File: config.mk
export PLATFORM = sky130hd
export DESIGN_NAME = seg_scan_ctrl
export DESIGN_NICKNAME = d
export VERILOG_FILES = /design/src/rtl/seg_scan_ctrl.sv
export SDC_FILE = /design/constraint.sdc
export NUM_CORES = 1
export LEC_CHECK = 0
export CORE_ASPECT_RATIO = 0.75
export CORE_MARGIN = 5
export CORE_UTILIZATION = 57
export DETAILED_ROUTE_END_ITERATION = 16
export GPL_ROUTABILITY_DRIVEN = 0
export GPL_TIMING_DRIVEN = 0
export PLACE_DENSITY = 0.84
export SLEW_MARGIN = 25
export SYNTH_ARGS = -nofsm -noshare
export SYNTH_HDL_FRONTEND = slang
export SYNTH_SLANG_ARGS = --single-unit
export TNS_END_PERCENT = 30
File: constraint.sdc
create_clock -name clk -period 7 [get_ports clk]
set_clock_uncertainty 0.2 [all_clocks]
set_input_delay 1.4 -clock clk [delete_from_list [all_inputs] [get_ports clk]]
set_output_delay 1.4 -clock clk [all_outputs]
set_load 0.005 [all_outputs]
File: src/rtl/seg_scan_ctrl.sv
// seg_scan_ctrl -- multiplexed seven-segment (plus DP) scan controller.
//
// The digits are scanned one slot at a time. Each slot lasts SCAN_COUNT+1
// clocks. The first BLANK_CYCLES clocks of every slot stay dark, which stops
// the previous digit's pattern from ghosting onto the next digit. Brightness
// comes from a free-running 4-bit PWM counter that is compared against
// `bright`. Segment patterns are captured into a shadow register once per
// frame, so a digit never changes partway through a frame.
//
// Ports
//   clk          system clock; all logic runs on the rising edge
//   rstn         asynchronous active-low reset
//   seg_data_in  DIGITS*8 segment patterns; byte k is digit k; 1 = lit
//   digit_en     per-digit enable; 0 keeps that digit dark for its slot
//   bright       brightness, 0 = minimum, 15 = full on
//   seg_sel      registered digit select, physical polarity (SEL_ACTIVE_LOW)
//   seg_data     registered segment drive, physical polarity (SEG_ACTIVE_LOW)
//   frame_tick   one-cycle pulse in the cycle after the shadow load
module seg_scan_ctrl #(
  parameter int CLK_FREQ       = 50000000,
  parameter int SCAN_FREQ      = 200,
  parameter int DIGITS         = 6,
  parameter int BLANK_CYCLES   = 16,
  parameter bit SEL_ACTIVE_LOW = 1'b1,
  parameter bit SEG_ACTIVE_LOW = 1'b1
) (
  input  logic                  clk,
  input  logic                  rstn,
  input  logic [DIGITS*8-1:0]   seg_data_in,
  input  logic [DIGITS-1:0]     digit_en,
  input  logic [3:0]            bright,
  output logic [DIGITS-1:0]     seg_sel,
  output logic [7:0]            seg_data,
  output logic                  frame_tick
);

  localparam int SCAN_COUNT = CLK_FREQ / (SCAN_FREQ * DIGITS) - 1;
  localparam int IDX_W      = (DIGITS > 1) ? $clog2(DIGITS) : 1;

  localparam logic [31:0]       SCAN_LAST   = 32'(SCAN_COUNT);
  localparam logic [31:0]       BLANK_START = 32'(BLANK_CYCLES);
  localparam logic [IDX_W-1:0]  IDX_LAST    = IDX_W'(DIGITS - 1);
  localparam logic [DIGITS-1:0] SEL_OFF     = SEL_ACTIVE_LOW ? {DIGITS{1'b1}} : {DIGITS{1'b0}};
  localparam logic [7:0]        SEG_OFF     = SEG_ACTIVE_LOW ? 8'hFF : 8'h00;

  // Illegal parameter sets are rejected while the design is elaborated.
  if (DIGITS < 1 || DIGITS > 8) begin : g_bad_digits
    $error("seg_scan_ctrl: DIGITS must be in 1..8");
  end
  if (SCAN_COUNT <= BLANK_CYCLES) begin : g_bad_scan
    $error("seg_scan_ctrl: SCAN_COUNT must exceed BLANK_CYCLES");
  end

  logic [31:0]       timer;
  logic [IDX_W-1:0]  idx;
  logic [3:0]        pwm_cnt;
  logic [7:0]        shadow [DIGITS];

  logic              slot_end;
  logic              frame_end;
  logic              lit;
  logic [DIGITS-1:0] sel_onehot;
  logic [7:0]        cur_byte;
  logic [DIGITS-1:0] sel_next;
  logic [7:0]        seg_next;

  always_comb begin
    slot_end   = (timer == SCAN_LAST);
    // The last clock of the last digit is where the next frame's patterns
    // are captured.
    frame_end  = slot_end && (idx == IDX_LAST);
    lit        = (timer >= BLANK_START) && digit_en[idx] && (pwm_cnt <= bright);
    sel_onehot = '0;
    sel_onehot[idx] = 1'b1;
    cur_byte   = shadow[idx];
    sel_next   = SEL_OFF;
    seg_next   = SEG_OFF;
    if (lit) begin
      sel_next = SEL_ACTIVE_LOW ? ~sel_onehot : sel_onehot;
      seg_next = SEG_ACTIVE_LOW ? ~cur_byte : cur_byte;
    end
  end

  always_ff @(posedge clk or negedge rstn) begin
    if (!rstn) begin
      timer      <= '0;
      idx        <= '0;
      pwm_cnt    <= '0;
      frame_tick <= 1'b0;
      seg_sel    <= SEL_OFF;
      seg_data   <= SEG_OFF;
      for (int k = 0; k < DIGITS; k++) begin
        shadow[k] <= '0;
      end
    end else begin
      pwm_cnt <= pwm_cnt + 4'd1;
      if (slot_end) begin
        timer <= '0;
        idx   <= (idx == IDX_LAST) ? '0 : idx + IDX_W'(1);
      end else begin
        timer <= timer + 32'd1;
      end
      if (frame_end) begin
        for (int k = 0; k < DIGITS; k++) begin
          shadow[k] <= seg_data_in[8*k +: 8];
        end
      end
      frame_tick <= frame_end;
      seg_sel    <= sel_next;
      seg_data   <= seg_next;
    end
  end

endmodule
Yosys cells after proc, flatten, opt, wreduce, memory -nomap -nowiden
Index checks and enable logic that the tools add are counted.
{"block": "word_totals", "regBits": 102, "input_bits": 60}
{"block": "op_classes", "n_lt_le_gt_ge": 5, "n_addsub": 3, "mux": 11, "bitwise": 3, "n_reduce_logical": 4, "eq_ne": 2}
{"op": "32-bit by 1-bit adder with 32-bit output (second input constant)", "n": 1}
{"op": "32-bit by 16-bit equality test with 1-bit output (second input constant)", "n": 1}
{"op": "32-bit by 5-bit greater-or-equal comparator with 1-bit output (second input constant)", "n": 1}
{"op": "32-bit two-way mux", "n": 1}
{"op": "8-bit binary-select mux with 3-bit select", "n": 1}
{"op": "8-bit two-way mux", "n": 3}
{"op": "8-bit NOT", "n": 1}
{"op": "6-bit two-way mux", "n": 1}
{"op": "6-bit NOT", "n": 1}
{"op": "4-bit by 1-bit adder with 4-bit output (second input constant)", "n": 1}
{"op": "4-bit greater-or-equal comparator (second input constant)", "n": 1}
{"op": "4-bit <= comparator", "n": 1}
{"op": "1-bit logical AND", "n": 4}
{"op": "3-bit by 4-bit < comparator with 1-bit output (second input constant)", "n": 1}
{"op": "3-bit NOT with 4-bit output", "n": 1}
{"op": "3-bit by 1-bit adder with 3-bit output (second input constant)", "n": 1}
{"op": "1-bit binary-select mux with 3-bit select", "n": 1}
{"op": "1-bit demux with 3-bit select", "n": 1}
{"op": "3-bit equality test (second input constant)", "n": 1}
{"op": "3-bit by 1-bit greater-or-equal comparator with 1-bit output (second input constant)", "n": 1}
{"op": "3-bit two-way mux", "n": 1}
{"op": "1-bit two-way mux", "n": 2}

Logic depth before layout (Yosys ltp)
{"block": "logic_depth", "word_depth": 6, "mapped_depth": 8, "depth_no_buf": 6}

Least setup slack after synthesis
OpenSTA, ideal clock, no wires.
{"block": "synth_timing", "path_kind": "in2reg", "startpoint": "input bright[1]", "endpoint": "register seg_data[0]", "required_ns": 6.700, "path_stages": 7, "t_arrival_ns": 2.536, "slack_ns": 4.164, "setup_ns": 0.100, "path_buffers": 1, "path_cell_list": "inv_1 ha_1 nor2b_1 o21ai_0 a32o_1 clkbuf_1 nand4_1"}
{"block": "synth_between", "elab_chain_cells": 3}
{"item": "start, declared", "line_no": "31", "source": "input logic [3:0] bright,"}
{"item": "4-bit <= comparator", "line_no": "72", "source": "lit = (timer >= BLANK_START) && digit_en[idx] && (pwm_cnt <= bright);"}
{"item": "1-bit logical AND", "line_no": "72"}
{"item": "8-bit two-way mux", "line_no": "78", "source": "if (lit) begin"}
{"item": "named net seg_next[0]", "line_no": "65", "source": "logic [7:0] seg_next;"}
{"item": "end signal, assigned", "line_no": "110", "source": "seg_data <= seg_next;"}
{"item": "end, declared", "line_no": "33", "source": "output logic [7:0] seg_data,"}
The timed path passes the listed nets, and every way through them passes these cells.
A chain may end at the register's enable or synchronous reset.

Worst setup path in the final report
{"block": "layout_timing", "startpoint": "input bright[1]", "endpoint": "register seg_data[6]"}
Same word-level chain as after synthesis.

==> impl_metrics.ini <==
[pwr]
p_sw_w = 0.000213
p_int_w = 0.000828
pwr-share-clk_pct = 38.2
irDropWorstVdd_mv = 0.160
p_seq_share_pct = 56.7
p_total_w = 0.00104
power.leakage_nw = 2.57
switching_share_pct = 20.5
powerDensity_nw_per_um2 = 177
p_comb_share_pct = 5.2

[floorplan]
num_rows = 28
die-area_um2 = 10300
pin_count = 75
dieWidth_um = 115
core-area_um2 = 7990
initial_core_util_pct = 59.4
die_y_um = 89

[synth]
syn_inst = 378
yosysMostFrequentCell = dfrtp_1
synth_area_leaders = dfrtp_1 (46%), mux2_2 (9.3%), dfstp_2 (7.8%), xnor2_1 (5.0%), mux2_1 (4.7%)
synth-seq-area-share_pct = 54.2
yosysTopAreaCellShare_pct = 46.4
mappedNetlistArea_um2 = 4740
async_reset_ff_share_pct = 100
synthDistinctLibCells = 35
synth.largest_area_cell = dfrtp_1
yosysWarnings = 0
postSynthAreaPerCell_um2 = 12.5
yosys-top-cells-count = dfrtp_1 (88), mux2_2 (39), nand4_1 (29)
yosys_register_bits = 102
syn_nets = 446
synth_edf_count = 0
dominantRegCellSynth = dfrtp_1

[routing]
drc_errors = 0
ant_nets = 0
via_per_inst = 5.74
drt-pass1-iter-count = 4
finalWirelength_mm = 10.3
wl_per_cell_um = 17.9
drt_iter0_drc = 172
num_vias = 3294

[clock_tree]
insertion_delay_ps = 370
h-tree-depth = 3
cts_inserted_buffers = 9
cts_hold_buf = 0
cts_tree = yes
cts-root-buf = clkbuf_8
post_cts_buffers = 0
ctsResizeCount = 0
clk_path_buf_depth = 2
path_clk_slew_ps = 90
numClockSinks = 102

[sta]
min_period_ps = 3230
finalMaxSlewViolations = 0
maxSlewHeadroom_pct = 45.2
tightest_slew_ps = 815
setup_viol = 0
period_share_pct = 46.2
hold_viol = 0
holdWs_ps = 287
timing.setup.tns_ps = 0
fmax_mhz = 309
rsz0062_at_grt = no

[hold_path]
hold_end = shadow[41]
hp-start = shadow[41]
holdPathStages = 1
timing.hold.worst.class = reg -> reg

[setup_path]
end_kind = register
crit_fanout = 10
r2r-start = timer[12]
r2r_slack_ps = 4360
rr_endpoint = shadow[19]
startpoint_type = input port
criticalPathCategory = in -> reg
cp.arrival_ps = 3300
reg2reg_depth = 6
cp.required_ps = 7070

[grt]
gr-total-overflow = 0
grt_max_degree = 75
antenna_found_initial = 0
globalRouteTotalUtil_pct = 22.2
grt_pass1_wl_mm = 17.4
grt_pass1_vias = 3457

[flow_run]
drv_cap = 0

[run_status]
status = finished, final reports clean

[final_layout]
area_growth_pct = 23.6
fin_nets = 532
drive_above_1_share_pct = 19.4
fillCellCount = 563
num_antenna_cells = 0

[placed_design]
io_buffers = 74
dp_hpwl_mm = 7.64
==> worst max-delay path by stage <==
stage                     startpoint           to  slack [ps]  cells after the start
final                      bright[1]  seg_data[6]        3770                      8
after global routing       bright[1]  seg_data[1]        3640                      8
after CTS                  bright[1]  seg_data[6]        3780                      8
after detailed placement   bright[1]  seg_data[4]        3420                      8
after global placement          rstn    timer[24]         670                      1
after floorplan            bright[1]  seg_data[0]        4160                      7
==> cell usage in the layout, fill, tap and decap left out, drive strengths merged, types with 6 or more instances in the layout <==
| cell type | n |
|---|---|
| buf | 11 |
| clkbuf | 21 |
| clkdlybuf4s50 | 73 |
| dfrtp | 88 |
| dfstp | 14 |
| ha | 8 |
| inv | 21 |
| mux2 | 59 |
| mux4 | 9 |
| nand2 | 23 |
| nand3 | 9 |
| nand4 | 29 |
| nand4b | 6 |
| nor2 | 11 |
| nor2b | 6 |
| nor3 | 7 |
| nor4 | 11 |
| o21ai | 10 |
| xnor2 | 27 |
==> power by group through the flow <==
| stage | sequential, W | clock, W | combinational [W] |
|---|---|---|---|
| finish | 0.000590 | 0.000397 | 0.0000536 |
| global route | 0.000590 | 0.000427 | 0.0000585 |
| CTS | 0.000590 | 0.000404 | 0.0000547 |
| detailed placement | 0.000601 | 0 | 0.0000544 |
| global placement | 0.000601 | 0 | 0.0000516 |
| floorplan | 0.000601 | 0 | 0.00000468 |
==> worst max-delay path, cell delays in order <==
cell	delay, ps
clkdlybuf4s50_1	460
inv_1	40
ha_1	290
nor2b_1	130
o21ai_0	160
a32o_1	260
clkbuf_1	390
nand4_1	170
==> state kept, by name, indices dropped and copies added, names as in the netlist <==
register / count
frame_tick: 1
idx: 3
pwm_cnt: 4
seg_data: 8
seg_sel: 6
shadow: 48
timer: 32
==> final cells by class <==
type / instances / area [µm²] / area share, %
multi-input cells: 239 / 1990 / 34.0
inverters: 21 / 78.8 / 1.34
clock inverters: 2 / 37.5 / 0.640
flip-flops and latches: 102 / 2570 / 43.8
well taps: 105 / 131 / 2.24
clock buffers: 14 / 183 / 3.11
repair buffers: 75 / 769 / 13.1
plain buffers: 16 / 100 / 1.71
==> metrics by stage <==
| stage | setup WS [ps] | util (%) | cells | area, µm² |
|---|---|---|---|---|
| floorplan | 4160 | - | 378 | 4740 |
| global placement | 665 | 70.3 | 557 | 5620 |
| detailed placement | 3420 | 70.7 | 558 | 5640 |
| CTS | 3780 | 73.4 | 574 | 5860 |
| global route | 3640 | 73.4 | 574 | 5860 |
| finish | 3770 | 73.4 | 574 | 5860 |
==> cell families after synthesis <==
group           synth area share, %
simple gates                   14.1
flops                          54.2
mux                            18.3
buf+inv                        3.77
xor+xnor                       5.72
compound gates                 1.87
fa+ha+maj                      2.11
==> routing by layer <==
metal | track usage, % | vias to the layer above | routed length [µm] | part of all wire (%)
met1 | 30.6 | 1645 | 4610 | 45
met2 | 35.2 | 109 | 4790 | 47
met4 | 7.36 | 0 | 185 | 1.8
met5 | 0 | - | 0 | 0
li1 | - | 1525 | - | -
met3 | 5.21 | 15 | 705 | 6.8
No activity file was read; power rests on OpenSTA's default activity.
